==> config.mk <==
export PLATFORM = sky130hd
export DESIGN_NAME = multicycle_ctrl_flat
export DESIGN_NICKNAME = d
export VERILOG_FILES = /design/src/rtl/multicycle_ctrl_if.sv /design/src/rtl/multicycle_ctrl.sv /design/src/flat_wrapper.sv
export SDC_FILE = /design/constraint.sdc
export NUM_CORES = 1
export LEC_CHECK = 0
export ABC_CLOCK_PERIOD_IN_PS = 2300
export CORE_MARGIN = 10
export CORE_UTILIZATION = 48
export DETAILED_ROUTE_END_ITERATION = 12
export GPL_TIMING_DRIVEN = 0
export MAX_ROUTING_LAYER = met4
export PLACE_DENSITY = 0.79
export SLEW_MARGIN = 40
export SYNTH_ARGS = -nofsm -noshare
export SYNTH_HDL_FRONTEND = slang
export SYNTH_SLANG_ARGS = --single-unit
==> constraint.sdc <==
create_clock -name clk -period 2.3 [get_ports clk]
set_input_delay 0.23 -clock clk [delete_from_list [all_inputs] [get_ports clk]]
set_output_delay 0.23 -clock clk [all_outputs]
set_load 0.02 [all_outputs]
==> src/rtl/multicycle_ctrl_if.sv <==
// Unified memory port shared by instruction fetch and load/store.
// mem_req/mem_we/iord are held stable by the controller until the cycle mem_ready=1; that cycle completes the transfer.
interface multicycle_ctrl_if;
  logic mem_req;
  logic mem_we;
  logic iord;
  logic mem_ready;

  modport master (
    output mem_req,
    output mem_we,
    output iord,
    input  mem_ready
  );

  modport slave (
    input  mem_req,
    input  mem_we,
    input  iord,
    output mem_ready
  );
endinterface

==> src/rtl/multicycle_ctrl.sv <==
// Moore control FSM for a multi-cycle datapath with one shared memory port.
// Drives datapath selects/enables per state and counts retired instructions.
module multicycle_ctrl #(
  parameter int CNT_W = 32
) (
  input  logic             clk,
  input  logic             reset,
  input  logic [5:0]       opcode,
  multicycle_ctrl_if.master mem,
  output logic             ir_write,
  output logic             pc_write,
  output logic             pc_write_cond,
  output logic [1:0]       pc_src,
  output logic             alu_src_a,
  output logic [1:0]       alu_src_b,
  output logic [1:0]       alu_op,
  output logic             reg_write,
  output logic             reg_dst,
  output logic             mem_to_reg,
  output logic             illegal,
  output logic [3:0]       state_o,
  output logic [CNT_W-1:0] retired
);

  typedef enum logic [3:0] {
    S_FETCH  = 4'd0,
    S_DECODE = 4'd1,
    S_MEMADR = 4'd2,
    S_MEMRD  = 4'd3,
    S_MEMWB  = 4'd4,
    S_MEMWR  = 4'd5,
    S_EXEC   = 4'd6,
    S_ALUWB  = 4'd7,
    S_BRANCH = 4'd8,
    S_ADDIEX = 4'd9,
    S_ADDIWB = 4'd10,
    S_JUMP   = 4'd11
  } state_t;

  localparam logic [5:0] OP_RTYPE = 6'b000000;
  localparam logic [5:0] OP_LW    = 6'b100011;
  localparam logic [5:0] OP_SW    = 6'b101011;
  localparam logic [5:0] OP_BEQ   = 6'b000100;
  localparam logic [5:0] OP_ADDI  = 6'b001000;
  localparam logic [5:0] OP_J     = 6'b000010;

  state_t           state_q;
  state_t           state_d;
  logic             retire;
  logic [CNT_W-1:0] retired_q;

  always_ff @(posedge clk) begin
    if (reset) begin
      state_q   <= S_FETCH;
      retired_q <= '0;
    end else begin
      state_q <= state_d;
      if (retire) begin
        retired_q <= retired_q + {{(CNT_W-1){1'b0}}, 1'b1};
      end
    end
  end

  assign retired = retired_q;

  always_comb begin
    state_d       = state_q;
    retire        = 1'b0;
    mem.mem_req   = 1'b0;
    mem.mem_we    = 1'b0;
    mem.iord      = 1'b0;
    ir_write      = 1'b0;
    pc_write      = 1'b0;
    pc_write_cond = 1'b0;
    pc_src        = 2'b00;
    alu_src_a     = 1'b0;
    alu_src_b     = 2'b00;
    alu_op        = 2'b00;
    reg_write     = 1'b0;
    reg_dst       = 1'b0;
    mem_to_reg    = 1'b0;
    illegal       = 1'b0;
    state_o       = state_q;

    case (state_q)
      S_FETCH: begin
        mem.mem_req = 1'b1;
        alu_src_b   = 2'b01;
        // IR and PC load only in the cycle the fetch actually completes
        ir_write    = mem.mem_ready;
        pc_write    = mem.mem_ready;
        if (mem.mem_ready) state_d = S_DECODE;
      end
      S_DECODE: begin
        alu_src_b = 2'b11;
        case (opcode)
          OP_LW, OP_SW: state_d = S_MEMADR;
          OP_RTYPE:     state_d = S_EXEC;
          OP_BEQ:       state_d = S_BRANCH;
          OP_ADDI:      state_d = S_ADDIEX;
          OP_J:         state_d = S_JUMP;
          default: begin
            illegal = 1'b1;
            state_d = S_FETCH;
          end
        endcase
      end
      S_MEMADR: begin
        alu_src_a = 1'b1;
        alu_src_b = 2'b10;
        if (opcode == OP_SW) state_d = S_MEMWR;
        else if (opcode == OP_LW) state_d = S_MEMRD;
        else state_d = S_FETCH;
      end
      S_MEMRD: begin
        mem.mem_req = 1'b1;
        mem.iord    = 1'b1;
        if (mem.mem_ready) state_d = S_MEMWB;
      end
      S_MEMWB: begin
        reg_write  = 1'b1;
        mem_to_reg = 1'b1;
        state_d    = S_FETCH;
        retire     = 1'b1;
      end
      S_MEMWR: begin
        mem.mem_req = 1'b1;
        mem.mem_we  = 1'b1;
        mem.iord    = 1'b1;
        if (mem.mem_ready) begin
          state_d = S_FETCH;
          retire  = 1'b1;
        end
      end
      S_EXEC: begin
        alu_src_a = 1'b1;
        alu_op    = 2'b10;
        state_d   = S_ALUWB;
      end
      S_ALUWB: begin
        reg_write = 1'b1;
        reg_dst   = 1'b1;
        state_d   = S_FETCH;
        retire    = 1'b1;
      end
      S_BRANCH: begin
        alu_src_a     = 1'b1;
        alu_op        = 2'b01;
        pc_write_cond = 1'b1;
        pc_src        = 2'b01;
        state_d       = S_FETCH;
        retire        = 1'b1;
      end
      S_ADDIEX: begin
        alu_src_a = 1'b1;
        alu_src_b = 2'b10;
        state_d   = S_ADDIWB;
      end
      S_ADDIWB: begin
        reg_write = 1'b1;
        state_d   = S_FETCH;
        retire    = 1'b1;
      end
      S_JUMP: begin
        pc_write = 1'b1;
        pc_src   = 2'b10;
        state_d  = S_FETCH;
        retire   = 1'b1;
      end
      default: state_d = S_FETCH;
    endcase

    // Reset silences every control output, including an in-flight memory request
    if (reset) begin
      mem.mem_req   = 1'b0;
      mem.mem_we    = 1'b0;
      mem.iord      = 1'b0;
      ir_write      = 1'b0;
      pc_write      = 1'b0;
      pc_write_cond = 1'b0;
      pc_src        = 2'b00;
      alu_src_a     = 1'b0;
      alu_src_b     = 2'b00;
      alu_op        = 2'b00;
      reg_write     = 1'b0;
      reg_dst       = 1'b0;
      mem_to_reg    = 1'b0;
      illegal       = 1'b0;
      state_o       = 4'd0;
    end
  end

endmodule

==> src/flat_wrapper.sv <==
// flat-port wrapper written by rule: the top's interface ports become plain ports
module multicycle_ctrl_flat 
#(
  parameter int CNT_W = 32
)
  (clk, reset, opcode, ir_write, pc_write, pc_write_cond, pc_src, alu_src_a, alu_src_b, alu_op, reg_write, reg_dst, mem_to_reg, illegal, state_o, retired, mem_mem_req, mem_mem_we, mem_iord, mem_mem_ready);
  multicycle_ctrl_if mem_i ();
  input  logic clk;
  input  logic reset;
  input  logic [5:0] opcode;
  output logic ir_write;
  output logic pc_write;
  output logic pc_write_cond;
  output logic [1:0] pc_src;
  output logic alu_src_a;
  output logic [1:0] alu_src_b;
  output logic [1:0] alu_op;
  output logic reg_write;
  output logic reg_dst;
  output logic mem_to_reg;
  output logic illegal;
  output logic [3:0] state_o;
  output logic [CNT_W-1:0] retired;
  output wire logic [$bits(mem_i.mem_req)-1:0] mem_mem_req;
  output wire logic [$bits(mem_i.mem_we)-1:0] mem_mem_we;
  output wire logic [$bits(mem_i.iord)-1:0] mem_iord;
  input wire logic [$bits(mem_i.mem_ready)-1:0] mem_mem_ready;
  assign mem_mem_req = mem_i.mem_req;
  assign mem_mem_we = mem_i.mem_we;
  assign mem_iord = mem_i.iord;
  assign mem_i.mem_ready = mem_mem_ready;
  multicycle_ctrl #(.CNT_W(CNT_W)) u_core (.clk(clk), .reset(reset), .opcode(opcode), .mem(mem_i), .ir_write(ir_write), .pc_write(pc_write), .pc_write_cond(pc_write_cond), .pc_src(pc_src), .alu_src_a(alu_src_a), .alu_src_b(alu_src_b), .alu_op(alu_op), .reg_write(reg_write), .reg_dst(reg_dst), .mem_to_reg(mem_to_reg), .illegal(illegal), .state_o(state_o), .retired(retired));
endmodule
==> summary.md <==
| Metric | Value |
|---|---|
| Status | complete, no violations |
| Max Clock Skew | 0.007049 ns |
| First-pass GRT wire length | approximately 11000 µm |
| Area Overhead vs Synth | 35.03% |
| Rows | 24 |
| Synth Warn # | 0 |
| Combinational power share | 0.130 |
| Pre-antenna DRT Iters | 4 |
| Final std cells w/o fill | 401 |
| Cell area after layout | 2952 µm² |
| Mapped Avg Cell Area | 7.724 µm² |
| Cts hold-fix bufs | 0 |
| Flop pwr share | 0.519 |
| DR WL/cell | 16.01 µm |
| Register Area | approximately 720 µm² |
| All-Layer GR Usage | 0.1724 |
| Post-layout util | 0.6732 |
| Peak VDD IR | 0.2622 mV |
| Number of flops mapped to enable cells by yosys | 0 |
| Final setup fails | 0 |
| Xor/xnor share of the synthesized area | 0.07613 |
| RSZ-0062 raised after global routing | no |
| Distinct cells, synth | 46 |
| Worst reg2reg path startpoint | u_core.retired[7] |
| Critical Path Sink Type | primary output |
| GR Overflow Total | 0 |
| Synth Area in Compound Gates | 0.1425 |
| Clk_lat worst skew | 0.29 ns |
| Initial antenna violation count | 0 |
| Die H | 87.48 µm |
| Initial Util | 0.4986 |
| Post-CTS setup buffer count | 0 |
| DRC viols | 0 |
| Routed vias/inst | 5.778 |
| Worst Hold Class | register to register |
| Resized Gates After CTS | 15 |
| Most frequent cells in the layout | 47 x clkdlybuf4s50_1, 36 x dfxtp_1, 29 x nor2_1, 20 x a21oi_1, 19 x nand2_1 |
| Setup crit start | reset |
| Fmax | between 0.4 and 0.5 GHz |
| Final hold slack | 0.4973 ns |
| Seq/Total Area, Yosys | 0.3297 |
| Total CTS buffers | 5 |
| Cell chosen for the clock root | clkbuf_8 |
| 1st-iter DRT viols | 210 |
| Psw | around 0.32 mW |
| Leakage power | 1.153 nW |
| Area of the multi-input gates | 1378 µm² |
| Synthesized instance count | 283 |
| CTS max path bufs | 2 |
| Placed Cells incl. Taps | 394 |
| CP startpoint kind | primary input |
| DP Area | 2841 µm² |
| DP HPWL | 4842 µm |
| Share of layout cells above drive strength 1 | 0.08023 |
| Post-Synth Simple-Gate Area | 0.3910 |
| Proportion of synthesized area in mux cells | 0.005152 |
| Largest family of logic cells by synthesized area | simple AND/OR/NAND/NOR gates |
| Antenna-violating nets left | 0 |
| GPL Wtd Cong | 0.8792 |
| Fin. max-slew vios | 0 |
| Fillers | 390 |
| Critical path class | primary input to primary output |
| Syn_nets | 293 |
| Largest net degree at the start of global routing | 11 |
| CP required | 2.07 ns |
| Clock share of power | 0.351 |
| Die Area | 7653 µm² |
| Maximum Capacitance Violations | 0 |
| Endpoints failing hold | 0 |
| Power Dens Cells | 410.7 nW/µm² |
| H-tree depth | 2 |
| Period utilisation layout | 0.9669 |
| Ys flop type | dfxtp_1 |
| Mapped Area | 2186 µm² |
| Vias in the first global route | 2209 |
| Vias | 2317 |
| Crit path arrival time | 1.99 ns |
| CTS Sinks | 36 |
| Crit path time final | around 2.2 ns |
| Fin nets | 359 |
| Adder-cell share of the synthesized area | 0.01030 |
| Ant diodes | 0 |
| Critical Path Fanout Max | 10 |
| Worst rel slew slack | 0.6197 |
| Die width | 87.48 µm |
| Port bufs | 59 |
| Io pins | 62 |
| Clk slew on worst S/H paths | 0.07 ns |
| Commonest non-fill, non-tap cell in the layout | clkdlybuf4s50_1 |
| Async S/R FF share, synth | 0 |
| Core area | approximately 4400 µm² |
| Hold Startpoint | u_core.retired[31] |
| Yosys reg bits | 36 |
| Overall Power | approximately 1.2 mW |
| Final Routed Wirelength | 6422 µm |
| Sw Share | 0.2638 |
| Slew @ Worst Pin | 0.5705 ns |
| Internal Power | 0.8924 mW |
| CTS tree | yes |
stage by stage:
| step | setup slack, ns | TNS (ns) |
|---|---|---|
| 2_1_floorplan | 0.3604 | 0 |
| 3_3_place_gp | -0.5035 | -1.562 |
| 3_5_place_dp | -0.5584 | -2.013 |
| 4_1_cts | 0.02806 | 0 |
| 5_1_grt | 0.01036 | 0 |
| 6_report | 0.07611 | 0 |
cells by family (layout without fill, tap and decap cells):
kind of cell,Yosys count,in the layout
simple gates,153,153
compound gates,51,51
flops,36,36
buf+inv,21,87
xor+xnor,19,19
fa+ha+maj,2,2
mux,1,1
layout make-up:
cell class	instances	area share
Sequential cell	36	0.2442
Inverter	2	0.002543
Tap cell	52	0.02204
Timing Repair Buffer	59	0.2014
Clock inverter	1	0.001696
Buffer	19	0.03688
Multi-Input combinational cell	226	0.4667
Clock buffer	6	0.02459
sequential cells by signal, summed over array words and instances, names as in the netlist:
signal	cells
u_core.retired	32
u_core.state_q	4
metal layers:
layer | share of wire | track usage | wire length (µm)
met2 | 0.47 | 0.2679 | 3026
met1 | 0.45 | 0.2129 | 2861
met5 | 0 | - | 0
met4 | 0.011 | 0.05217 | 72
met3 | 0.072 | 0.04494 | 460
final timing paths:
check | end | slack (ns) | cells past startpoint
min | u_core.retired[31] | 0.50 | 2
min reg2reg | u_core.retired[31] | 0.50 | 2
max | alu_src_a | 0.08 | 5
max reg2reg | u_core.retired[31] | 0.21 | 5
critical path, stage by stage:
cell             delay (ns)
clkdlybuf4s50_1        0.48
clkbuf_4               0.21
buf_1                  0.42
a21oi_1                0.09
clkdlybuf4s50_1        0.56
power by group through the flow:
stage | combinational, mW | sequential, mW | clock [mW]
2_1_floorplan | 0.0978 | 0.642 | 0
3_3_place_gp | 0.158 | 0.642 | 0
3_5_place_dp | 0.160 | 0.643 | 0
4_1_cts | 0.156 | 0.628 | 0.432
5_1_grt | 0.172 | 0.628 | 0.458
6_report | 0.158 | 0.629 | 0.425
cell usage after synthesis (2+ instances only):
master / count / area (µm²)
dfxtp_1: 36 / 720.7
nor2_1: 30 / 112.6
a21oi_1: 20 / 100.1
nand2_1: 19 / 71.32
nand3_1: 17 / 85.08
o21ai_0: 17 / 85.08
xnor2_1: 15 / 131.4
nor4_1: 12 / 75.07
or3_1: 12 / 75.07
nor3_1: 11 / 55.05
nor2b_1: 10 / 62.56
and3_1: 9 / 56.30
clkbuf_1: 9 / 33.78
nand4_1: 9 / 56.30
buf_2: 4 / 20.02
nand2b_1: 4 / 25.02
xor2_1: 4 / 35.03
and2b_1: 3 / 22.52
and4_1: 3 / 26.28
buf_1: 3 / 11.26
nor4b_1: 3 / 26.28
a211oi_1: 2 / 15.01
a21o_1: 2 / 15.01
a32oi_1: 2 / 17.52
buf_4: 2 / 15.01
inv_1: 2 / 7.510
o21bai_1: 2 / 15.01
o31ai_1: 2 / 15.01
or3_4: 2 / 22.52
Note: power is estimated with default switching activity, not from simulation.
